File: src/rtl/keypad_scan.sv
// 4x4 matrix keypad scanner: one-cold row drive, per-frame debounce, and
// direction/key-press decoding for the character movement logic.
module keypad_scan #(
  parameter logic [19:0] SCAN_DIV   = 20'd100000,
  parameter logic [3:0]  DEBOUNCE_N = 4'd4
) (
  input  logic       sys_clk,
  input  logic       RST_N,
  input  logic [3:0] col_in,
  output logic [3:0] row_out,
  output logic [3:0] mov,
  output logic       key_valid,
  output logic [3:0] key_code
);

  typedef enum logic [1:0] {ROW0, ROW1, ROW2, ROW3} row_state_t;

  row_state_t  r_state;
  logic [19:0] r_dwell;
  logic [3:0]  r_row_out;
  logic [15:0] r_frame;
  logic        r_frame_done;
  logic [15:0] r_prev_frame;
  logic [3:0]  r_stable_cnt;
  logic [15:0] r_debounced;
  logic [15:0] r_deb_seen;
  logic [3:0]  r_mov;
  logic        r_key_valid;
  logic [3:0]  r_key_code;

  logic        w_last;
  logic        w_equal;
  logic        w_onehot;
  logic        w_new_key;
  logic [3:0]  w_index;
  logic [3:0]  w_mov;
  logic        w_up;
  logic        w_down;
  logic        w_left;
  logic        w_right;

  assign w_last  = (r_dwell == SCAN_DIV - 20'd1);
  assign w_equal = (r_frame == r_prev_frame);

  // Columns are sampled only on the final dwell cycle so the row drive has settled.
  always_ff @(posedge sys_clk or negedge RST_N) begin
    if (!RST_N) begin
      r_state      <= ROW0;
      r_dwell      <= 20'd0;
      r_row_out    <= 4'b1110;
      r_frame      <= 16'd0;
      r_frame_done <= 1'b0;
    end else begin
      r_frame_done <= 1'b0;
      if (w_last) begin
        r_dwell <= 20'd0;
        unique case (r_state)
          ROW0: begin
            r_frame[3:0] <= ~col_in;
            r_state      <= ROW1;
            r_row_out    <= 4'b1101;
          end
          ROW1: begin
            r_frame[7:4] <= ~col_in;
            r_state      <= ROW2;
            r_row_out    <= 4'b1011;
          end
          ROW2: begin
            r_frame[11:8] <= ~col_in;
            r_state       <= ROW3;
            r_row_out     <= 4'b0111;
          end
          ROW3: begin
            r_frame[15:12] <= ~col_in;
            r_state        <= ROW0;
            r_row_out      <= 4'b1110;
            r_frame_done   <= 1'b1;
          end
        endcase
      end else begin
        r_dwell <= r_dwell + 20'd1;
      end
    end
  end

  // The debounced map loads once, on the comparison that makes the run long enough.
  always_ff @(posedge sys_clk or negedge RST_N) begin
    if (!RST_N) begin
      r_prev_frame <= 16'd0;
      r_stable_cnt <= 4'd0;
      r_debounced  <= 16'd0;
    end else if (r_frame_done) begin
      r_prev_frame <= r_frame;
      if (w_equal) begin
        if (r_stable_cnt < DEBOUNCE_N) begin
          r_stable_cnt <= r_stable_cnt + 4'd1;
        end
        if (r_stable_cnt == DEBOUNCE_N - 4'd1) begin
          r_debounced <= r_frame;
        end
      end else begin
        r_stable_cnt <= 4'd0;
      end
    end
  end

  assign w_up    = r_debounced[1];
  assign w_down  = r_debounced[9];
  assign w_left  = r_debounced[4];
  assign w_right = r_debounced[6];
  assign w_mov   = {w_up & ~w_down, w_down & ~w_up, w_left & ~w_right, w_right & ~w_left};

  assign w_onehot  = (r_debounced != 16'd0) &&
                     ((r_debounced & (r_debounced - 16'd1)) == 16'd0);
  assign w_new_key = (r_deb_seen == 16'd0) && w_onehot;

  always_comb begin
    w_index = 4'd0;
    for (int i = 0; i < 16; i++) begin
      if (r_debounced[i]) begin
        w_index = 4'(i);
      end
    end
  end

  // r_deb_seen lags the debounced map by one cycle so a fresh press is seen exactly once.
  always_ff @(posedge sys_clk or negedge RST_N) begin
    if (!RST_N) begin
      r_deb_seen  <= 16'd0;
      r_mov       <= 4'd0;
      r_key_valid <= 1'b0;
      r_key_code  <= 4'd0;
    end else begin
      r_deb_seen  <= r_debounced;
      r_mov       <= w_mov;
      r_key_valid <= w_new_key;
      if (w_new_key) begin
        r_key_code <= w_index;
      end
    end
  end

  assign row_out   = r_row_out;
  assign mov       = r_mov;
  assign key_valid = r_key_valid;
  assign key_code  = r_key_code;

endmodule

File: config.mk
export PLATFORM = sky130hd
export DESIGN_NAME = keypad_scan
export DESIGN_NICKNAME = d
export VERILOG_FILES = /design/src/rtl/keypad_scan.sv
export SDC_FILE = /design/constraint.sdc
export NUM_CORES = 1
export LEC_CHECK = 0
export CORE_UTILIZATION = 64
export DETAILED_ROUTE_END_ITERATION = 16
export GPL_TIMING_DRIVEN = 1
export MAX_ROUTING_LAYER = met4
export PLACE_DENSITY = 0.88
export SLEW_MARGIN = 25
export SYNTH_ARGS = -nofsm -noshare
export SYNTH_HDL_FRONTEND = slang
export SYNTH_SLANG_ARGS = --single-unit
File: constraint.sdc
create_clock -name sys_clk -period 5.1 [get_ports sys_clk]
set_clock_uncertainty 0.15 [all_clocks]
set_input_delay 1.53 -clock sys_clk [delete_from_list [all_inputs] [get_ports sys_clk]]
set_output_delay 1.53 -clock sys_clk [all_outputs]
set_load 0.01 [all_outputs]
-- Word level (Yosys, flattened, before mapping)
Index checks and enable logic that the tools add are counted.
- add/sub/neg operators: 3
- order comparisons: 1
- eq/ne operators: 7
- multiplexer cells: 22
- bitwise logic cells: 10
- reductions and logical operators: 12
- operators with widths (operator ; number):
    $mux W4 ; 16
    $logic_not A16 Y1 ; 2
    $add A20 B1 Y20 const B ; 1
    $eq A20 B17 Y1 const B ; 1
    $mux W20 ; 1
    $and A16 B16 Y16 ; 1
    $eq A16 B16 Y1 ; 1
    $pmux W4 S4 ; 1
    $reduce_bool A16 Y1 ; 1
    $sub A16 B1 Y16 const B ; 1
    $reduce_and A2 Y1 ; 5
    $pmux W2 S4 ; 1
    $add A4 B1 Y4 const B ; 1
    $and A1 B1 Y1 ; 4
    $eq A2 B2 Y1 const B ; 2
    $eq A4 B2 Y1 const B ; 1
    $lt A4 B3 Y1 const B ; 1
    $not A1 Y1 ; 4
    $not A4 Y4 ; 1
    $mux W1 ; 3
    $reduce_and A3 Y1 ; 1
    $eq A2 B1 Y1 const B ; 1
    $logic_and A1 B1 Y1 ; 2
    $logic_not A2 Y1 ; 1
    $ne A2 B1 Y1 const B ; 1
- bits in registers: 104
- output and inout bits: 13

-- Longest topological paths before layout
- depth in word-level cells: 15
- depth in mapped cells: 7
- depth with buffers taken out: 6

-- Worst setup path after synthesis
OpenSTA, ideal clock, no wires.
- path kind: reg2reg
- from: register r_debounced[2]
- to: register r_key_code[1], in the netlist key_code[1]
- library setup time: 125 ps
- data arrival time: 2102 ps
- data required time: 4825 ps
- setup slack: 2723 ps
- stages on the path, launching flop included: 7
- buffers on the path: 0
- cell sequence: dfrtp_1 -> nor4_1 -> nand4_1 -> o21a_1 -> o22a_1 -> nor2_4 -> mux2_4
- RTL lines (item ; RTL line ; source):
    start: declaration ; 25 ; logic [15:0] r_debounced;
    start signal: assignment ; 99 ; r_debounced <= r_frame;
    $sub A16 B1 Y16 ; 114 ; ((r_debounced & (r_debounced - 16'd1)) == 16'd0);
    $and A16 B16 Y16 ; 114 ;
    $logic_not A16 Y1 ; 114 ;
    $logic_and A1 B1 Y1 (*) ; 113 ; assign w_onehot = (r_debounced != 16'd0) &&
    $logic_and A1 B1 Y1 (*) ; 115 ; assign w_new_key = (r_deb_seen == 16'd0) && w_onehot;
    net w_new_key ; 34 ; logic w_new_key;
    end signal: assignment ; 138 ; r_key_code <= w_index;
    end: declaration ; 29 ; logic [3:0] r_key_code;
Mark *: on every way through the listed nets, which the timed path passes. The rest lies on a longest branch.
A chain may end at the register's enable or synchronous reset.

-- Final worst setup path
- from: register r_row_out[1], in the netlist row_out[1]
- to: output row_out[1]
- RTL lines (item ; RTL line ; source):
    start: declaration ; 20 ; logic [3:0] r_row_out;
    start signal: assignment ; 50 ; r_row_out <= 4'b1110;
    start signal: assignment ; 61 ; r_row_out <= 4'b1101;
    start signal: assignment ; 66 ; r_row_out <= 4'b1011;
    end: declaration ; 10 ; output logic [3:0] row_out,
No word-level cell between the ends.

==> results.sh <==
export IMPL_status="complete, no violations"
export IMPL_worstSetupEndpointType="output port"
export IMPL_syn_inst=367
export IMPL_period_share=0.611
export IMPL_die_height_um=85.1
export IMPL_p_clk_frac=0.411
export IMPL_die_area_um2=7240
export IMPL_hold_path_depth=1
export IMPL_p_per_area_nw_per_um2=293
export IMPL_rr_startpoint="r_frame[3]"
export IMPL_pwr_share_comb=0.015
export IMPL_drt_vias_per_instance=5.86
export IMPL_clock_latency_ns=0.36
export IMPL_syn_avg_cell_area_um2=12.0
export IMPL_worst_slack_ns=1.98
export IMPL_yosys_warnings=0
export IMPL_relSlewSlack=0.369
export IMPL_ys_flop_type="dfrtp_1"
export IMPL_worst_path_buf_inv=1
export IMPL_drv_slew=0
export IMPL_syn_nets=383
export IMPL_cts_tree="built"
export IMPL_max_freq_ghz=0.321
export IMPL_initial_core_util=0.680
export IMPL_crit_family="flip-flops"
export IMPL_cap_violations=0
export IMPL_seq_area_frac_synth=0.590
export IMPL_synth_edff_count=0
export IMPL_synthTopCellsByArea="dfrtp_1 57%, mux2_2 5.6%, xor2_1 4.8%, mux2_4 4.4%, nand2_1 3.5%"
export IMPL_crit_chain="clkdlybuf4s50_1"
export IMPL_area_growth_pct=10.9
export IMPL_numCtsBuffers=9
export IMPL_power_total_mw=1.43
export IMPL_synth_commonest_cells="101 x dfrtp_1, 41 x nand2_1, 25 x o21ai_0, 24 x xor2_1, 22 x mux2_2"
export IMPL_tightest_slew_ns=0.937
export IMPL_seqPwrFrac=0.575
export IMPL_drc=0
export IMPL_yosysMostFrequentCell="dfrtp_1"
export IMPL_coreArea_um2=6490
export IMPL_clk_pin_slew_ns=0.09
export IMPL_hold_violations=0
export IMPL_root_buffer="clkbuf_8"
export IMPL_htree_levels=3
export IMPL_drt_wirelength_per_cell_um=16.3
export IMPL_grt_pass1_wl_mm=13.1
export IMPL_fin_tns_setup_ns=0
export IMPL_diodes=0
export IMPL_rsz0062_at_grt="false"
export IMPL_vias=2767
export IMPL_async_reset_ff_frac=1.00
export IMPL_routed_wl_mm=7.71
export IMPL_final_cells=472
export IMPL_die_w_um=85.1
export IMPL_grt_antenna_before_repair=0
export IMPL_cp_startpoint="row_out[1]"
export IMPL_ys_ff_latch=104
export IMPL_port_buffers=18
export IMPL_switchingPower_mw=0.279
export IMPL_rows=29
export IMPL_clkSinkCount=104
export IMPL_pre_cts_ws_ns=2.21
export IMPL_cts_path_max_buffers=2
export IMPL_grt_ovfl_total=0
export IMPL_crit_slowest_cell="dfstp_2"
export IMPL_synth_top_area_frac=0.572
export IMPL_cp_start_kind="flop"
export IMPL_placed_cells=456
export IMPL_ctsHoldBuffers=0
export IMPL_drt_iter0_markers=163
export IMPL_synth_area_leader_cell="dfrtp_1"
export IMPL_dp_hpwl_mm=5.42
export IMPL_worstSetupPathType="flop to output port"
export IMPL_place_area_um2=4670
export IMPL_setup_violations=0
export IMPL_postCtsSetupBuffers=0
export IMPL_ctsResizeCount=0
export IMPL_grt_usage=0.244
export IMPL_synth_area_um2=4420
export IMPL_timing_critical_path_slowest_cell_delay_ns=0.54
export IMPL_nets=406
export IMPL_drive_above_1_share=0.139
export IMPL_reg2reg_to="r_debounced[5]"
export IMPL_ant_nets=0
export IMPL_required_ns=3.42
export IMPL_ios=19
export IMPL_regToRegSetupSlack_ns=2.18
export IMPL_crit_cells=1
export IMPL_synth_distinct_cells=41
export IMPL_gp_congestion=0.837
export IMPL_reg2regPathDepth=5
export IMPL_crit_fanout=2
export IMPL_grt_pass1_vias=2780
export IMPL_grt_max_degree=76
export IMPL_hp_class="flop to flop"
export IMPL_setup_worst_path_end="row_out[1]"
export IMPL_dr_pass1_iters=4
export IMPL_final_min_clock_period_ns=3.12
export IMPL_finalInstanceArea_um2=4900
export IMPL_p_leak_nw=2.37
export IMPL_intPower_mw=1.16
export IMPL_vdd_drop_max_v=0.000175
export IMPL_swShare=0.194
export IMPL_arrival_ns=1.44
-- worst reg2reg max path, delay by kind of cell (launching register included) --
kind	cells	cell delay, ns
AND/OR/NAND/NOR	3	1.64
multiplexers	1	0.44
flip-flops	1	0.43
XOR/XNOR	1	0.15
-- worst min path at each step --
| stage | startpoint | end | slack [ns] |
|---|---|---|---|
| 5_1_grt | r_dwell[4] | r_dwell[4] | 0.35 |
| 4_1_cts | r_dwell[19] | r_dwell[19] | 0.33 |
| 3_3_place_gp | r_dwell[19] | r_dwell[19] | 0.30 |
| 2_1_floorplan | r_debounced[6] | r_deb_seen[6] | 0.20 |
| 6_report | r_dwell[19] | r_dwell[19] | 0.33 |
| 3_5_place_dp | r_dwell[19] | r_dwell[19] | 0.31 |
-- registers in the layout, indices dropped and copies added (netlist names) --
name / count
r_prev_frame: 16
key_valid: 1
r_state: 2
r_dwell: 20
row_out: 4
r_stable_cnt: 4
key_code: 4
r_debounced: 16
r_frame: 16
r_deb_seen: 16
r_frame_done: 1
mov: 4
-- power groups by stage --
stage	sequential [mW]	combinational, mW	clock, mW
after global placement	0.840	0.0211	0
after detailed placement	0.840	0.0218	0
after CTS	0.824	0.0219	0.593
after global routing	0.824	0.0247	0.623
final	0.824	0.0208	0.589
-- routing by layer --
| metal | GRT usage | part of all wire | up-vias |
|---|---|---|---|
| met1 | 0.299 | 0.44 | 1356 |
| li1 | - | - | 1324 |
| met3 | 0.0321 | 0.025 | 26 |
| met5 | - | 0 | - |
| met4 | 0.139 | 0.036 | 0 |
| met2 | 0.393 | 0.50 | 61 |
-- area by class of cell --
class / instances / area (um^2)
clock buffer: 13 / 139
tap: 77 / 96.3
multi-input combinational: 247 / 1750
inverter: 9 / 33.8
sequential: 104 / 2610
clock inverter: 3 / 90.1
fill: 411 / 1600
timing repair buffer: 19 / 185
-- cell usage in the layout (no fill, tap or decap), types with 2 or more instances in the layout --
cell type	n
o21ai_0	25
and2_1	3
a31oi_1	2
mux2_4	13
a21oi_1	4
a22oi_1	2
dfstp_2	3
clkdlybuf4s50_1	17
clkbuf_1	4
o31ai_1	5
nor2_1	21
o21a_1	3
nand3_1	12
dfrtp_1	101
buf_4	2
nor3_1	7
and4_1	2
nor2b_1	4
inv_1	9
nor4_1	12
nand2b_1	3
nand4_1	7
clkbuf_8	9
ha_1	10
xnor2_1	11
bufinv_16	3
mux2_2	22
nand2_1	41
xor2_1	24
-- cells by family (layout without fill, tap and decap cells) --
kind of cell             after synthesis  in the layout  share of synthesized area
AND/OR/NAND/NOR                      121            121                      0.134
flip-flops                           104            104                      0.590
AO/OA/AOI/OAI                         45             45                     0.0600
multiplexers                          36             36                      0.102
XOR/XNOR                              35             35                     0.0694
buffers and inverters                 16             44                     0.0156
adder cells (fa/ha/maj)               10             10                     0.0283
-- per-stage QoR --
stage,util,hold slack (ns)
global placement,0.718,0.301
global route,0.754,0.352
finish,0.754,0.330
detailed placement,0.719,0.312
floorplan,-,0.202
CTS,0.754,0.328
Power figures use the tool's default switching activity.
